$ cat src/rtl/prio_code_pkg.sv
// Shared types and constants for the priority-code link receiver.
package prio_code_pkg;

  localparam int CODE_W = 8;
  localparam int IDX_W  = 4;
  localparam int VEC_W  = 16;
  localparam logic [CODE_W-1:0] NONE_CODE = 8'hF0;

  typedef enum logic {
    IDLE = 1'b0,
    HOLD = 1'b1
  } state_t;

  typedef struct packed {
    logic             is_none;
    logic [IDX_W-1:0] idx;
  } prio_entry_t;

  // A code is legal if it names a request index 0..15 or is the no-request code.
  function automatic logic is_legal_code(input logic [CODE_W-1:0] code,
                                         input logic [CODE_W-1:0] none_code);
    return (code[CODE_W-1:IDX_W] == '0) || (code == none_code);
  endfunction

endpackage

$ cat src/rtl/prio_code_fifo.sv
// Small synchronous FIFO of decoded priority entries; occupancy count carries
// one extra bit so full and empty are distinguishable.
module prio_code_fifo
  import prio_code_pkg::*;
#(
  parameter int DEPTH = 4,
  localparam int AW = $clog2(DEPTH),
  localparam int CW = AW + 1
) (
  input  logic        clk,
  input  logic        rst,
  input  logic        push,
  input  prio_entry_t push_data,
  input  logic        pop,
  output prio_entry_t pop_data,
  output logic        full,
  output logic        empty,
  output logic [CW-1:0] count
);

  prio_entry_t   r_mem [DEPTH];
  logic [AW-1:0] r_wr_ptr;
  logic [AW-1:0] r_rd_ptr;
  logic [CW-1:0] r_count;
  logic          w_do_push;
  logic          w_do_pop;

  assign full      = (r_count == CW'(DEPTH));
  assign empty     = (r_count == '0);
  assign count     = r_count;
  assign w_do_push = push && !full;
  assign w_do_pop  = pop && !empty;
  // Head entry is read combinationally so a pop can load the output the same edge.
  assign pop_data  = r_mem[r_rd_ptr];

  always_ff @(posedge clk) begin
    if (w_do_push) begin
      r_mem[r_wr_ptr] <= push_data;
    end
  end

  always_ff @(posedge clk) begin
    if (rst) begin
      r_wr_ptr <= '0;
      r_rd_ptr <= '0;
      r_count  <= '0;
    end else begin
      if (w_do_push) begin
        r_wr_ptr <= r_wr_ptr + 1'b1;
      end
      if (w_do_pop) begin
        r_rd_ptr <= r_rd_ptr + 1'b1;
      end
      if (w_do_push && !w_do_pop) begin
        r_count <= r_count + 1'b1;
      end else if (w_do_pop && !w_do_push) begin
        r_count <= r_count - 1'b1;
      end
    end
  end

endmodule

$ cat src/rtl/priority_code_decoder.sv
// Priority-code receiver: buffers codes, decodes each to a request vector and
// holds it for HOLD_CYCLES. Define PRIO_DECODE_THERMO_EN for thermometer output.
module priority_code_decoder
  import prio_code_pkg::*;
#(
  parameter int DEPTH       = 4,
  parameter int HOLD_CYCLES = 4,
  parameter logic [CODE_W-1:0] NONE_CODE = prio_code_pkg::NONE_CODE,
  localparam int FW = $clog2(DEPTH) + 1
) (
  input  logic              clk,
  input  logic              rst,
  input  logic [CODE_W-1:0] code_in,
  input  logic              code_valid,
  output logic              code_ready,
  output logic [VEC_W-1:0]  vec_out,
  output logic              vec_valid,
  output logic              none_out,
  output logic              err_illegal,
  output logic [FW-1:0]     fill_level
);

  localparam int HW = (HOLD_CYCLES > 1) ? $clog2(HOLD_CYCLES) : 1;
  localparam logic [HW-1:0] HOLD_LOAD = HW'(HOLD_CYCLES - 1);

  state_t           r_state;
  state_t           w_state_next;
  logic [HW-1:0]    r_cnt;
  logic [HW-1:0]    w_cnt_next;
  logic [VEC_W-1:0] r_vec;
  logic             r_valid;
  logic             r_none;
  logic             r_err;

  logic             w_legal;
  logic             w_accept;
  logic             w_push;
  logic             w_pop;
  logic             w_full;
  logic             w_empty;
  prio_entry_t      w_push_entry;
  prio_entry_t      w_pop_entry;
  logic [VEC_W-1:0] w_decoded;

  assign w_legal    = is_legal_code(code_in, NONE_CODE);
  assign code_ready = !rst && !w_full;
  assign w_accept   = code_valid && code_ready;
  assign w_push     = w_accept && w_legal;

  assign w_push_entry.is_none = (code_in == NONE_CODE);
  assign w_push_entry.idx     = (code_in == NONE_CODE) ? '0 : code_in[IDX_W-1:0];

  prio_code_fifo #(
    .DEPTH(DEPTH)
  ) u_fifo (
    .clk       (clk),
    .rst       (rst),
    .push      (w_push),
    .push_data (w_push_entry),
    .pop       (w_pop),
    .pop_data  (w_pop_entry),
    .full      (w_full),
    .empty     (w_empty),
    .count     (fill_level)
  );

  always_comb begin
    w_decoded = '0;
    if (!w_pop_entry.is_none) begin
`ifdef PRIO_DECODE_THERMO_EN
      w_decoded = {VEC_W{1'b1}} >> (IDX_W'(VEC_W - 1) - w_pop_entry.idx);
`else
      w_decoded = {{(VEC_W-1){1'b0}}, 1'b1} << w_pop_entry.idx;
`endif
    end
  end

  // Counter expiring with more data queued reloads directly: no idle bubble.
  always_comb begin
    w_state_next = r_state;
    w_cnt_next   = r_cnt;
    w_pop        = 1'b0;
    case (r_state)
      IDLE: begin
        if (!w_empty) begin
          w_pop        = 1'b1;
          w_cnt_next   = HOLD_LOAD;
          w_state_next = HOLD;
        end
      end
      HOLD: begin
        if (r_cnt == '0) begin
          if (!w_empty) begin
            w_pop      = 1'b1;
            w_cnt_next = HOLD_LOAD;
          end else begin
            w_state_next = IDLE;
          end
        end else begin
          w_cnt_next = r_cnt - 1'b1;
        end
      end
      default: w_state_next = IDLE;
    endcase
  end

  always_ff @(posedge clk) begin
    if (rst) begin
      r_state <= IDLE;
      r_cnt   <= '0;
      r_vec   <= '0;
      r_valid <= 1'b0;
      r_none  <= 1'b0;
      r_err   <= 1'b0;
    end else begin
      r_state <= w_state_next;
      r_cnt   <= w_cnt_next;
      r_err   <= w_accept && !w_legal;
      if (w_pop) begin
        r_vec   <= w_decoded;
        r_valid <= 1'b1;
        r_none  <= w_pop_entry.is_none;
      end else if (w_state_next == IDLE) begin
        r_vec   <= '0;
        r_valid <= 1'b0;
        r_none  <= 1'b0;
      end
    end
  end

  assign vec_out     = r_vec;
  assign vec_valid   = r_valid;
  assign none_out    = r_none;
  assign err_illegal = r_err;

endmodule

$ cat config.mk
export PLATFORM = sky130hd
export DESIGN_NAME = priority_code_decoder
export DESIGN_NICKNAME = d
export VERILOG_FILES = /design/src/rtl/prio_code_pkg.sv /design/src/rtl/prio_code_fifo.sv /design/src/rtl/priority_code_decoder.sv
export SDC_FILE = /design/constraint.sdc
export NUM_CORES = 1
export LEC_CHECK = 0
export CELL_PAD_IN_SITES_DETAIL_PLACEMENT = 1
export CELL_PAD_IN_SITES_GLOBAL_PLACEMENT = 2
export CORE_MARGIN = 4
export CORE_UTILIZATION = 31
export CTS_CLUSTER_DIAMETER = 150
export DETAILED_ROUTE_END_ITERATION = 12
export GPL_TIMING_DRIVEN = 0
export HOLD_SLACK_MARGIN = 0.08
export MAX_ROUTING_LAYER = met4
export PLACE_DENSITY = 0.8
export SLEW_MARGIN = 5
export SYNTH_ARGS = -nofsm -noshare
export SYNTH_HDL_FRONTEND = slang
export SYNTH_SLANG_ARGS = --single-unit
$ cat constraint.sdc
create_clock -name clk -period 3.6 [get_ports clk]
set_clock_uncertainty 0.2 [all_clocks]
set_input_delay 1.08 -clock clk [delete_from_list [all_inputs] [get_ports clk]]
set_output_delay 1.08 -clock clk [all_outputs]
set_load 0.01 [all_outputs]
== Yosys cells after proc, flatten, opt, wreduce, memory -nomap -nowiden ==
Memories as Yosys holds them, arrays and structs flattened. A register that Yosys moved wholly into a read port is not among the register bits.
Cells that the tools add are included.
Word-level totals
  register bits after elaboration: 29
  memories kept: 1
  RAM bits: 20
  input port bits: 11
Operators by class
  equal/unequal tests: 3
  reduce and logical (&&, ||, !) cells: 19
  shifts and indexed selects: 1
  $add $sub $neg: 5
  multiplexer cells: 21
  bitwise logic cells: 1
Memories
  u_fifo.r_mem: words 4, bits a word 5, read ports 1, clocked after Yosys merged registers in 1, write ports 1, line prio_code_fifo.sv:21  | prio_entry_t r_mem [DEPTH];
Operators by type and width (count)
  $mux 16: 3
  $shl 1x4->16 const A: 1
  $eq 8x8->1 const B: 1
  $logic_and 1x1->1: 8
  $mux 1: 8
  $mux 2: 4
  $logic_not 1->1: 6
  $mux 3: 2
  $add 2x1->2 const B: 2
  $logic_not 4->1: 1
  $mux 4: 1
  $pmux 1 s2: 2
  $pmux 2 s2: 1
  $add 3x1->3 const B: 1
  $eq 3x3->1 const B: 1
  $logic_not 3->1: 1
  $sub 3x1->3 const B: 1
  $logic_not 2->1: 1
  $ne 2x1->1 const B: 1
  $reduce_bool 2->1: 1
  $sub 2x1->2 const B: 1
  $logic_or 1x1->1: 1
  $not 1->1: 1

== Depth between registers and ports, before layout ==
  word-level depth: 10
  gate-level depth with buffers: 10
  mapped depth without buffers: 9

== Cells and area by module ==
Synthesis repeated with hierarchy kept, for this count alone.
Unflattened totals
  cell total of the unflattened synthesis: 154
  area, all modules: 2034.5 um2
By module, submodules not included
  prio_code_fifo: times used 1, cells an instance 74, seq. area each 780.7 um2, area each 1191.1 um2
  priority_code_decoder: times used 1, cells an instance 80, seq. area each 440.4 um2, area each 843.3 um2

== Worst setup path before layout ==
No wires, ideal clock.
  path kind: input -> register
  start point: input code_in[0]
  end point: register u_fifo.r_count[2], in the netlist u_fifo.count[2]
  required time: 3329 ps
  setup slack: 262 ps
  setup time: 71 ps
  buffers on the path: 0
  stages on the path: 9
  data arrival time: 3067 ps
  cells stage by stage: or4_1 o21a_1 nor2_1 ha_1 inv_1 fa_1 xor2_1 or3_1 a21oi_1
On the way
  cells in the longest elaborated chain, start to end: 7
  elaborated cells on any way between the ends: 9
  those cells by class: eq/ne (1); mux (1); reduce/logical (7)
Ends and longest elaborated chain
  start, declared: line priority_code_decoder.sv:13  | input logic [CODE_W-1:0] code_in,
  $eq 8x8->1 (*): line prio_code_pkg.sv:22  | return (code[CODE_W-1:IDX_W] == '0) || (code == none_code);
  $logic_or 1x1->1 (*): line prio_code_pkg.sv:22
  $logic_and 1x1->1 (*): line priority_code_decoder.sv:48  | assign w_push = w_accept && w_legal;
  $logic_and 1x1->1 (*): line prio_code_fifo.sv:31  | assign w_do_push = push && !full;
  net u_fifo.w_do_push: line prio_code_fifo.sv:25  | logic w_do_push;
  $logic_not 1->1: line prio_code_fifo.sv:56  | end else if (w_do_pop && !w_do_push) begin
  $logic_and 1x1->1: line prio_code_fifo.sv:56
  $reduce_bool 2->1 (no line)
  end signal, assigned: line prio_code_fifo.sv:55  | r_count <= r_count + 1'b1;
  end signal, assigned: line prio_code_fifo.sv:57  | r_count <= r_count - 1'b1;
  end, declared: line prio_code_fifo.sv:24  | logic [CW-1:0] r_count;
Mark *: on every way through the listed nets, which the timed path passes. The rest lies on a longest branch.
A chain may end at the register's enable or synchronous reset.

== Worst setup path after layout ==
  start point: input code_in[1]
  end point: register u_fifo.r_count[2], in the netlist u_fifo.count[2]
The elaborated chain is that of the path after synthesis.

==> results.md <==
- First-pass GRT wire length: 6420 microns
- Hold crit path type: flop to flop
- Area Overhead vs Synth: 26.2%
- Setup Crit Path Kind: primary input to flop
- Smallest hold slack: 264 ps
- I/O Buffers: 32
- Antenna Cells: 0
- Die Height: 89.1 microns
- WP depth: 10
- Mapped Cells: 167
- Placed insts: 276
- Post-DP Area: 2450 sq um
- CP max stage delay: 530 ps
- Library cells used by synthesis: 32
- DP Worst Slack: -336 ps
- Grt total ovfl: 0
- Clock root cell: clkbuf_8
- RSZ-0062 raised after global routing: false
- Final Setup Violations: 0
- Worst Path Required: 3640 ps
- Die X: 89.1 microns
- Gpl congestion: 0.711
- Maxcap violations: 0
- Avg Inst Size Synth: 12.2 sq um
- Vias: 1,382
- Pwr Total: 1550 uW
- Fmax: 0.285 GHz
- Synth area leader: dfxtp_1
- Total GRT Usage: 11.1%
- Starting density of the core: 32.1%
- Vias in the first global route: 1,334
- VDD IR max: 0.000250 V
- Leakage: 0.000912 uW
- Final nets: 224
- Period minus WS final: 3510 ps
- Hold path depth: 2
- CP delay by family, top: simple AND/OR/NAND/NOR gates
- Worst-Margin Slew: 513 ps
- Final Instance Area: 2570 sq um
- Clock sinks: 51
- H-tree depth: 2
- CP max FO: 3
- Cts bufs inserted: 5
- CP max-delay cell: or4_4
- CP arrival: 3550 ps
- Sequential share of the synthesized area: 60.0%
- Final Hold Viols: 0
- Clock insertion delay at the later pin of the skew report: 300 ps
- Crit path buf inv count: 2
- Critical Path Sink Type: flop
- Synth area leaders: dfxtp_1, edfxtp_1, mux4_1, a22o_1, ha_1
- Hold wc startpoint: none_out$_SDFFE_PP0P_
- Initial antenna violation count: 0
- WL final: 3910 microns
- Rows: 29
- ANT nets after route: 0
- Mapped Nets: 184
- CTS Buffer Depth: 2
- FF-to-FF Start: u_fifo.count[0]$_SDFFE_PP0P_
- Fin cells: 285
- Post-DP HPWL: 3080 microns
- Cell Area, Synth: 2040 sq um
- Clock Pin Slew Worst Setup and Hold Paths: 90 ps
- Pwr dens: 604 nW/um^2
- Final slew viol count: 0
- DRC: 0
- Io pins: 34
- WL per Instance: 13.7 microns
- Worst r2r path cells: 8
- Pin count of the biggest net entering global routing: 18
- First DRT Iteration DRCs: 38
- CP cell instances: clkdlybuf4s50_1, or4_4, o21a_1, nor2_1, ha_2, inv_1, fa_2, xor2_1, or3_1, a21oi_2
- Final setup margin: 86.0 ps
- Crit path from: code_in[1]
- Detailed Routing Iterations Pass 1: 4
- Via density: 4.85
- Startpoint types: primary input
- Synth top area share: 30.5%
- CORE AREA: 6350 sq um
- Tcrit/Tclk final: 97.6%
- Share of cells above drive strength 1: 9.62%
- CTS tree: yes
- Status: completed
- Register bit total from synthesis: 51
- Die area: 7930 sq um
- Reg2reg setup slack: 1210 ps
- Warnings, synthesis: 0
- Slew Limit Headroom: 65.6%
through the flow:
step	util, %	TNS [ps]
after detailed placement	38.6	-363
final	40.5	0
after floorplan	-	0
after global routing	40.5	0
after global placement	38.6	-318
after CTS	40.2	0
cells in the final DEF, fill, tap and decap left out, types with 2 or more instances in the layout:
master | netlist | layout
dfxtp_1 | 31 | 31
clkdlybuf4s50_1 | 0 | 31
edfxtp_1 | 20 | 20
nor2_1 | 13 | 13
nand2_1 | 13 | 13
o21ai_0 | 11 | 11
nand3_1 | 8 | 8
a22o_1 | 8 | 8
clkbuf_1 | 7 | 6
inv_1 | 5 | 5
and3_1 | 5 | 5
xor2_1 | 5 | 5
a21oi_1 | 6 | 5
clkbuf_8 | 0 | 5
nor3_1 | 4 | 4
mux4_1 | 4 | 4
ha_1 | 5 | 4
o21a_1 | 3 | 3
or3_1 | 2 | 2
o21ai_1 | 2 | 2
clkinvlp_4 | 0 | 2
repair_timing:
item	in CTS	in global routing
pin swaps	0	4
hold buffers	0	0
resized for setup	1	6
hold endpoints to repair	0	0
setup buffers	0	1
endpoints found under the setup margin	1	2
logic make-up after synthesis:
logic type | Yosys count | share of synthesized area [%]
and+or+nand+nor | 54 | 14.3
DFF | 51 | 60.0
AOI/OAI and AO/OA | 32 | 10.0
buffers and inverters | 13 | 2.76
muxes | 6 | 6.76
adders and majority gates | 6 | 4.05
xor gates and xnor gates | 5 | 2.15
report_power, final:
group	internal, uW	switching, uW	leakage [uW]
Sequential	665	67.2	0.000433
Combinational	239	252	0.000438
Clock	139	190	0.0000408
routing by layer:
metal	GRT usage, %	vias up	routed length [microns]
li1	-	689	-
met1	14.3	656	1820
met2	16.8	33	1850
met3	3.69	4	205
met4	2.84	0	30
met5	-	-	0
area by class of cell:
class,count,area (sq um)
Clock buffer,5,68.8
Fill cell,679,3780
Multi-Input combinational cell,103,772
Inverter,5,18.8
Tap cell,77,96.3
Clock inverter,3,23.8
Timing Repair Buffer,33,330
Sequential cell,51,1220
Buffer,8,38.8
worst min-delay path, cell delays in order, from the launching register on:
cell and delay, ps:
dfxtp_1 320, nand2_1 50, a21oi_1 50
final timing paths:
path	to
hold reg to reg	none_out$_SDFFE_PP0P_
setup / recovery	u_fifo.count[2]$_SDFFE_PP0P_
hold / removal	none_out$_SDFFE_PP0P_
setup reg to reg	u_fifo.count[2]$_SDFFE_PP0P_
sequential cells by signal, indices dropped and copies added (netlist names), named ones only:
signal,flops
r_state,1
r_cnt,2
err_illegal,1
vec_valid,1
u_fifo.count,3
u_fifo.r_mem,20
u_fifo.r_wr_ptr,2
none_out,1
u_fifo.r_rd_ptr,2
vec_out,16
synthesized netlist by cell type:
cell type	count
dfxtp_1	31
edfxtp_1	20
nand2_1	13
nor2_1	13
o21ai_0	11
a22o_1	8
nand3_1	8
clkbuf_1	7
a21oi_1	6
and3_1	5
ha_1	5
inv_1	5
xor2_1	5
mux4_1	4
nor3_1	4
o21a_1	3
o21ai_1	2
or3_1	2
or4_1	2
a211oi_1	1
a221oi_1	1
and2_1	1
buf_6	1
fa_1	1
mux2i_1	1
mux4_2	1
nand3b_1	1
nand4_1	1
nor3_4	1
nor3b_4	1
or3_4	1
or3b_2	1
Power figures use the tool's default switching activity.
